$ cat src/rtl/wb_ctrl_pkg.sv
// wb_ctrl_pkg: shared types and defaults for the write-back / data-memory controller.
package wb_ctrl_pkg;

   // Default widths and timeout
   localparam int DEF_DATA_W      = 32;
   localparam int DEF_REG_AW      = 5;
   localparam int DEF_TIMEOUT_CYC = 16;

   // Legacy-compatible state encodings, wrapped by the enum below
   localparam logic [1:0] IDLE_ENC   = 2'd0;
   localparam logic [1:0] ACCESS_ENC = 2'd1;
   localparam logic [1:0] WB_ENC     = 2'd2;

   typedef enum logic [1:0] {
      IDLE   = IDLE_ENC,
      ACCESS = ACCESS_ENC,
      WB     = WB_ENC
   } wbStateE;

   // Write-back mux select values
   localparam logic WB_SEL_ALU = 1'b0;
   localparam logic WB_SEL_MEM = 1'b1;

   // A decoded instruction that needs the data memory
   function automatic logic isMemInst(input logic valid, input logic ld, input logic st);
      return valid & (ld | st);
   endfunction

endpackage

$ cat src/rtl/wb_timeout.sv
// wb_timeout: counts cycles spent in ACCESS and flags the cycle on which
// the access has lasted TIMEOUT_CYC cycles. Used only when WB_CTRL_TIMEOUT_EN
// is defined.
module wb_timeout
   import wb_ctrl_pkg::*;
#(
   parameter int TIMEOUT_CYC = DEF_TIMEOUT_CYC
)(
   input  logic clk,
   input  logic reset,
   input  logic inAccess,
   output logic expire
);

   localparam int CNT_W = $clog2(TIMEOUT_CYC + 1);

   logic [CNT_W-1:0] cnt_r;
   logic             expire_s;

   // Last ACCESS cycle allowed: counter holds the number of earlier ACCESS cycles
   always_comb begin
      expire_s = 1'b0;
      if (inAccess && (cnt_r == CNT_W'(TIMEOUT_CYC - 1))) begin
         expire_s = 1'b1;
      end else begin
         expire_s = 1'b0;
      end
   end

   // Cycle counter: runs in ACCESS, clears outside it and on expiry
   always_ff @(posedge clk or posedge reset) begin
      if (reset) begin
         cnt_r <= '0;
      end else if (!inAccess || expire_s) begin
         cnt_r <= '0;
      end else begin
         cnt_r <= cnt_r + CNT_W'(1);
      end
   end

   assign expire = expire_s;

endmodule

$ cat src/rtl/wb_ctrl.sv
// wb_ctrl: write-back and data-memory controller. ALU instructions write back
// combinationally in IDLE; loads/stores run IDLE -> ACCESS -> WB with a
// req/ack handshake while stall holds the PC.
// Optional feature macro: WB_CTRL_TIMEOUT_EN (bus-error timeout in ACCESS).
module wb_ctrl
   import wb_ctrl_pkg::*;
#(
   parameter int DATA_W      = DEF_DATA_W,
   parameter int REG_AW      = DEF_REG_AW,
   parameter int TIMEOUT_CYC = DEF_TIMEOUT_CYC
)(
   input  logic              clk,
   input  logic              reset,
   input  logic              instValid,
   input  logic              isLoad,
   input  logic              isStore,
   input  logic              regWrite,
   input  logic [REG_AW-1:0] rdAddr,
   input  logic [DATA_W-1:0] aluResult,
   input  logic [DATA_W-1:0] storeData,
   output logic              dmemReq,
   output logic              dmemWe,
   output logic [DATA_W-1:0] dmemAddr,
   output logic [DATA_W-1:0] dmemWdata,
   input  logic [DATA_W-1:0] dmemRdata,
   input  logic              dmemAck,
   output logic              stall,
   output logic              wbSel,
   output logic [DATA_W-1:0] memData,
   output logic              rfWe,
   output logic [REG_AW-1:0] rfAddr,
   output logic              busErr
);

   wbStateE           state_r;
   wbStateE           nextState_s;
   logic              memInst_s;
   logic              aluInst_s;
   logic              storeSel_s;
   logic              timeout_s;
   logic              accessDone_s;
   logic [REG_AW-1:0] latRd_r;
   logic              latLoad_r;
   logic              latRegWrite_r;
   logic [DATA_W-1:0] addr_r;
   logic [DATA_W-1:0] wdata_r;
   logic [DATA_W-1:0] memData_r;
   logic              dmemReq_r;
   logic              dmemWe_r;
   logic              busErr_r;
   logic              stall_s;
   logic              wbSel_s;
   logic              rfWeRaw_s;
   logic [REG_AW-1:0] rfAddr_s;

   assign memInst_s  = isMemInst(instValid, isLoad, isStore);
   assign aluInst_s  = instValid & ~isLoad & ~isStore;
   // Load wins when both class bits are set
   assign storeSel_s = isStore & ~isLoad;

`ifdef WB_CTRL_TIMEOUT_EN
   logic expire_s;

   wb_timeout #(
      .TIMEOUT_CYC (TIMEOUT_CYC)
   ) uTimeout (
      .clk      (clk),
      .reset    (reset),
      .inAccess (state_r == ACCESS),
      .expire   (expire_s)
   );

   // A same-cycle ack takes priority over the timeout
   assign timeout_s = expire_s & ~dmemAck;
`else
   // Timeout disabled: ACCESS waits for the ack indefinitely
   assign timeout_s = (TIMEOUT_CYC < 0) ? 1'b1 : 1'b0;
`endif

   assign accessDone_s = dmemAck | timeout_s;

   // Next-state logic
   always_comb begin
      nextState_s = state_r;
      case (state_r)
         IDLE: begin
            if (memInst_s) begin
               nextState_s = ACCESS;
            end else begin
               nextState_s = IDLE;
            end
         end
         ACCESS: begin
            if (accessDone_s) begin
               nextState_s = WB;
            end else begin
               nextState_s = ACCESS;
            end
         end
         WB:      nextState_s = IDLE;
         default: nextState_s = IDLE;
      endcase
   end

   // Combinational stall / write-back controls per state
   always_comb begin
      stall_s   = 1'b0;
      wbSel_s   = WB_SEL_ALU;
      rfWeRaw_s = 1'b0;
      rfAddr_s  = rdAddr;
      case (state_r)
         IDLE: begin
            stall_s   = memInst_s;
            wbSel_s   = WB_SEL_ALU;
            rfWeRaw_s = aluInst_s & regWrite;
            rfAddr_s  = rdAddr;
         end
         ACCESS: begin
            stall_s   = 1'b1;
            wbSel_s   = WB_SEL_ALU;
            rfWeRaw_s = 1'b0;
            rfAddr_s  = latRd_r;
         end
         WB: begin
            stall_s   = 1'b0;
            wbSel_s   = WB_SEL_MEM;
            rfWeRaw_s = latLoad_r & latRegWrite_r;
            rfAddr_s  = latRd_r;
         end
         default: begin
            stall_s   = 1'b0;
            wbSel_s   = WB_SEL_ALU;
            rfWeRaw_s = 1'b0;
            rfAddr_s  = rdAddr;
         end
      endcase
   end

   // State register
   always_ff @(posedge clk or posedge reset) begin
      if (reset) begin
         state_r <= IDLE;
      end else begin
         state_r <= nextState_s;
      end
   end

   // Capture the memory instruction's operands when it is accepted in IDLE
   always_ff @(posedge clk or posedge reset) begin
      if (reset) begin
         addr_r        <= '0;
         wdata_r       <= '0;
         latRd_r       <= '0;
         latLoad_r     <= 1'b0;
         latRegWrite_r <= 1'b0;
      end else if ((state_r == IDLE) && memInst_s) begin
         addr_r        <= aluResult;
         wdata_r       <= storeData;
         latRd_r       <= rdAddr;
         latLoad_r     <= isLoad;
         latRegWrite_r <= regWrite;
      end else begin
         addr_r        <= addr_r;
         wdata_r       <= wdata_r;
         latRd_r       <= latRd_r;
         latLoad_r     <= latLoad_r;
         latRegWrite_r <= latRegWrite_r;
      end
   end

   // Registered request/write strobes, high exactly for the ACCESS cycles
   always_ff @(posedge clk or posedge reset) begin
      if (reset) begin
         dmemReq_r <= 1'b0;
         dmemWe_r  <= 1'b0;
      end else if (nextState_s == ACCESS) begin
         dmemReq_r <= 1'b1;
         dmemWe_r  <= (state_r == IDLE) ? storeSel_s : dmemWe_r;
      end else begin
         dmemReq_r <= 1'b0;
         dmemWe_r  <= 1'b0;
      end
   end

   // Load data capture on ack; a timed-out access returns zero
   always_ff @(posedge clk or posedge reset) begin
      if (reset) begin
         memData_r <= '0;
      end else if ((state_r == ACCESS) && dmemAck && latLoad_r) begin
         memData_r <= dmemRdata;
      end else if ((state_r == ACCESS) && timeout_s) begin
         memData_r <= '0;
      end else begin
         memData_r <= memData_r;
      end
   end

   // One-cycle bus-error pulse, coincident with the WB that follows a timeout
   always_ff @(posedge clk or posedge reset) begin
      if (reset) begin
         busErr_r <= 1'b0;
      end else if ((state_r == ACCESS) && timeout_s) begin
         busErr_r <= 1'b1;
      end else begin
         busErr_r <= 1'b0;
      end
   end

   assign dmemReq   = dmemReq_r;
   assign dmemWe    = dmemWe_r;
   assign dmemAddr  = addr_r;
   assign dmemWdata = wdata_r;
   assign memData   = memData_r;
   assign busErr    = busErr_r;
   assign stall     = stall_s;
   assign wbSel     = wbSel_s;
   assign rfAddr    = rfAddr_s;
   // Register 0 is hard-wired; never write it
   assign rfWe      = rfWeRaw_s & (rfAddr_s != {REG_AW{1'b0}});

endmodule

$ cat config.mk
export PLATFORM = sky130hd
export DESIGN_NAME = wb_ctrl
export DESIGN_NICKNAME = d
export VERILOG_FILES = /design/src/rtl/wb_ctrl_pkg.sv /design/src/rtl/wb_timeout.sv /design/src/rtl/wb_ctrl.sv
export SDC_FILE = /design/constraint.sdc
export NUM_CORES = 1
export LEC_CHECK = 0
export CORE_MARGIN = 2
export CORE_UTILIZATION = 40
export CTS_BUF_LIST = sky130_fd_sc_hd__clkbuf_4
export DETAILED_ROUTE_END_ITERATION = 10
export GPL_TIMING_DRIVEN = 0
export PLACE_DENSITY = 0.81
export SLEW_MARGIN = 30
export SYNTH_ARGS = -nofsm -noshare
export SYNTH_HDL_FRONTEND = slang
export SYNTH_SLANG_ARGS = --single-unit
$ cat constraint.sdc
create_clock -name clk -period 7.2 [get_ports clk]
set_input_delay 2.16 -clock clk [delete_from_list [all_inputs] [get_ports clk]]
set_output_delay 2.16 -clock clk [all_outputs]
set_load 0.03 [all_outputs]
==> impl_metrics.yaml <==
outcome:
  status: "completed"
route:
  post_drt_wl_per_cell_um: 15.71
  viasPerCell: 4.718
  antenna_left: 0
  drc_errors: 0
  drt_wl_total_um: 9710
  vias: 2916
  drt_first_iter_violations: 99
  dr.pass1.iters: 5
critical_path:
  rrSetupSlack_ps: 5490
  r2r-start: "state_r[1]$_DFF_PP0_"
  end_kind: "output pin"
  cp-start-kind: "primary input"
  worst-setup-path-type: "in2out"
  crit_arrival_ps: 3980
  worstReg2RegEnd: "memData[26]$_DFFE_PP0P_"
  crit_path_max_fanout: 10
  crit_required_ps: 5040
  critPathLaunch: "isLoad"
  crit_end: "stall"
  r2r_cells: 6
synthesis:
  ys_ff_latch: 107
  synth_area_leader_cell: "dfrtp_1"
  synth.avg_cell_area_um2: 16.60
  ys_types: 23
  yosysMostFrequentCell: "dfrtp_1"
  synth_top_cells_by_area: "dfrtp_1 (64%), mux2_2 (27%), buf_6 (2.2%)"
  synth_edf_count: 0
  synth_common_cells: "dfrtp_1 (107), mux2_2 (101), buf_6 (8), mux2_1 (6), nand2b_1 (4)"
  yosysSeqAreaShare_pct: 64.00
  async_flop_share_pct: 100.0
  ys.flop_type: "dfrtp_1"
  synth_warnings: 0
  syn_inst: 252
  syn_area_um2: 4184
  mappedNetlistNets: 363
  yosysTopAreaCellShare_pct: 64.00
cells_and_area:
  stdcell_area_um2: 6659
  antenna-diode-count: 0
  layout-drive-gt1-share_pct: 26.97
  fin_util_pct: 65.09
  fin_nets: 588
  area_growth_pct: 59.15
  fillers: 781
sta:
  layout_setup_ws_ps: 1059
  finClkSkew_ps: 26.55
  min_period_ps: 6141
  finalSetupViolCount: 0
  tns_ps: 0
  slew_violations: 0
  rsz0062_at_grt: "no"
  timing.fmax_mhz: 162.8
  holdWs_ps: 504.6
  hold_viol: 0
  max_slew_margin_pct: 66.01
  tightest_slew_ps: 509.9
  fin_crit_sh_pct: 85.29
placed_design:
  pre_cts_ws_ps: 1026
  port_buffers: 213
  gp_congestion: 0.7238
  post_dp_cell_area_um2: 6519
  dp_hpwl_um: 7421
clock_network:
  cts_buffers: 9
  cts_resized: 0
  clk_path_buf_depth: 2
  post_cts_buffers: 0
  ctsRootBufferMaster: "clkbuf_4"
  cts_tree: "built"
  htree_levels: 3
  ctsHoldBuffers: 0
  clock_sinks: 107
  clk_latency_ps: 440
  clk_pin_slew_worst_paths_ps: 140
pwr:
  pwr-share-seq_pct: 36.1
  swShare_pct: 39.20
  leakagePower_nw: 2.775
  p_per_area_nw_per_um2: 395.0
  switchingPower_w: 0.001031
  ir_worst_vdd_mv: 0.2108
  power_frac_clock_pct: 11.7
  share_comb_of_total_power_pct: 52.2
  intPower_w: 0.001599
floorplan:
  die_area_um2: 11290
  row_count: 37
  die_w_um: 106.3
  io_pins: 215
  core_um2: 10230
  die_height_um: 106.3
  start_util_pct: 40.90
global_routing:
  track_usage_pct: 17.16
  first_global_vias: 3170
  antenna_found_initial: 0
  grt_max_degree: 56
  grt-ovfl-total: 0
  grt_pass1_wl_um: 15190
run:
  maxCapViolCount: 0
worst_hold_path:
  hold_class: "reg2reg"
through the flow:
stage,cells,power [W]
2_1_floorplan,252,0.001731
3_3_place_gp,601,0.002312
3_5_place_dp,602,0.002347
4_1_cts,618,0.002659
5_1_grt,618,0.002759
6_report,618,0.002630
cells in the final DEF, fill, tap and decap left out, types with 2 or more instances in the layout:
cell type	n
clkdlybuf4s50_1	213
dfrtp_1	107
mux2_2	101
clkbuf_4	9
buf_6	8
mux2_1	6
inv_6	5
nand2b_1	4
buf_4	3
ha_1	3
nand2_1	2
inv_1	2
nand3_1	2
clkinv_1	2
cell type report:
class                      count  area [µm²]  share of cell area, %
clock buffer                   9       67.56                  1.015
timing repair buffer         214        2160                  32.43
multi-input combinational    130        1378                  20.69
buffer                        12       117.6                  1.766
sequential                   107        2678                  40.21
clock inverter                 7       72.57                  1.090
tap                          136       170.2                  2.555
inverter                       3       16.27                 0.2443
power by group through the flow:
stage	logic (W)	clock network, W	registers (W)
after floorplan	0.000328	0	0.00140
after global placement	0.00136	0	0.000947
after detailed placement	0.00138	0	0.000965
after CTS	0.00139	0.000323	0.000950
after global routing	0.00144	0.000345	0.000977
final	0.00137	0.000308	0.000950
kinds of logic (layout without fill, tap and decap cells):
logic type	count (synthesis)	after routing	synth area share, %
flops	107	107	64.00
simple gates	13	13	1.705
buf+inv	15	245	3.080
compound gates	6	6	1.435
mux	107	107	28.80
other cells	1	1	0.08963
fa+ha+maj	3	3	0.8972
worst max-delay path, stage by stage:
cell             delay [ps]
clkdlybuf4s50_1         500
o211ai_4                440
buf_6                   220
nand2b_1                 60
clkdlybuf4s50_1         600
per-layer routing:
layer	track usage [%]	up-vias	wire length [µm]
met4	7.425	0	262
met2	28.48	134	4701
met3	5.150	19	832
met5	0	-	0
met1	20.72	1428	3913
li1	-	1335	-
sequential cells by signal, indices dropped and copies added (netlist names):
| register | flops |
|---|---|
| latRd_r | 5 |
| dmemReq | 1 |
| dmemAddr | 32 |
| latRegWrite_r | 1 |
| latLoad_r | 1 |
| state_r | 2 |
| dmemWdata | 32 |
| memData | 32 |
| dmemWe | 1 |
worst min-delay path by stage:
stage,start,slack [ps],cells past startpoint,endpoint
after floorplan,latRd_r[0]$_DFFE_PP0P_,460,1,latRd_r[0]$_DFFE_PP0P_
after global placement,latRd_r[0]$_DFFE_PP0P_,470,1,latRd_r[0]$_DFFE_PP0P_
after detailed placement,latRd_r[0]$_DFFE_PP0P_,480,1,latRd_r[0]$_DFFE_PP0P_
after CTS,latRd_r[0]$_DFFE_PP0P_,510,1,latRd_r[0]$_DFFE_PP0P_
after global routing,dmemAddr[26]$_DFFE_PP0P_,530,1,dmemAddr[26]$_DFFE_PP0P_
final,latRd_r[0]$_DFFE_PP0P_,500,1,latRd_r[0]$_DFFE_PP0P_
Note: power is estimated with default switching activity, not from simulation.
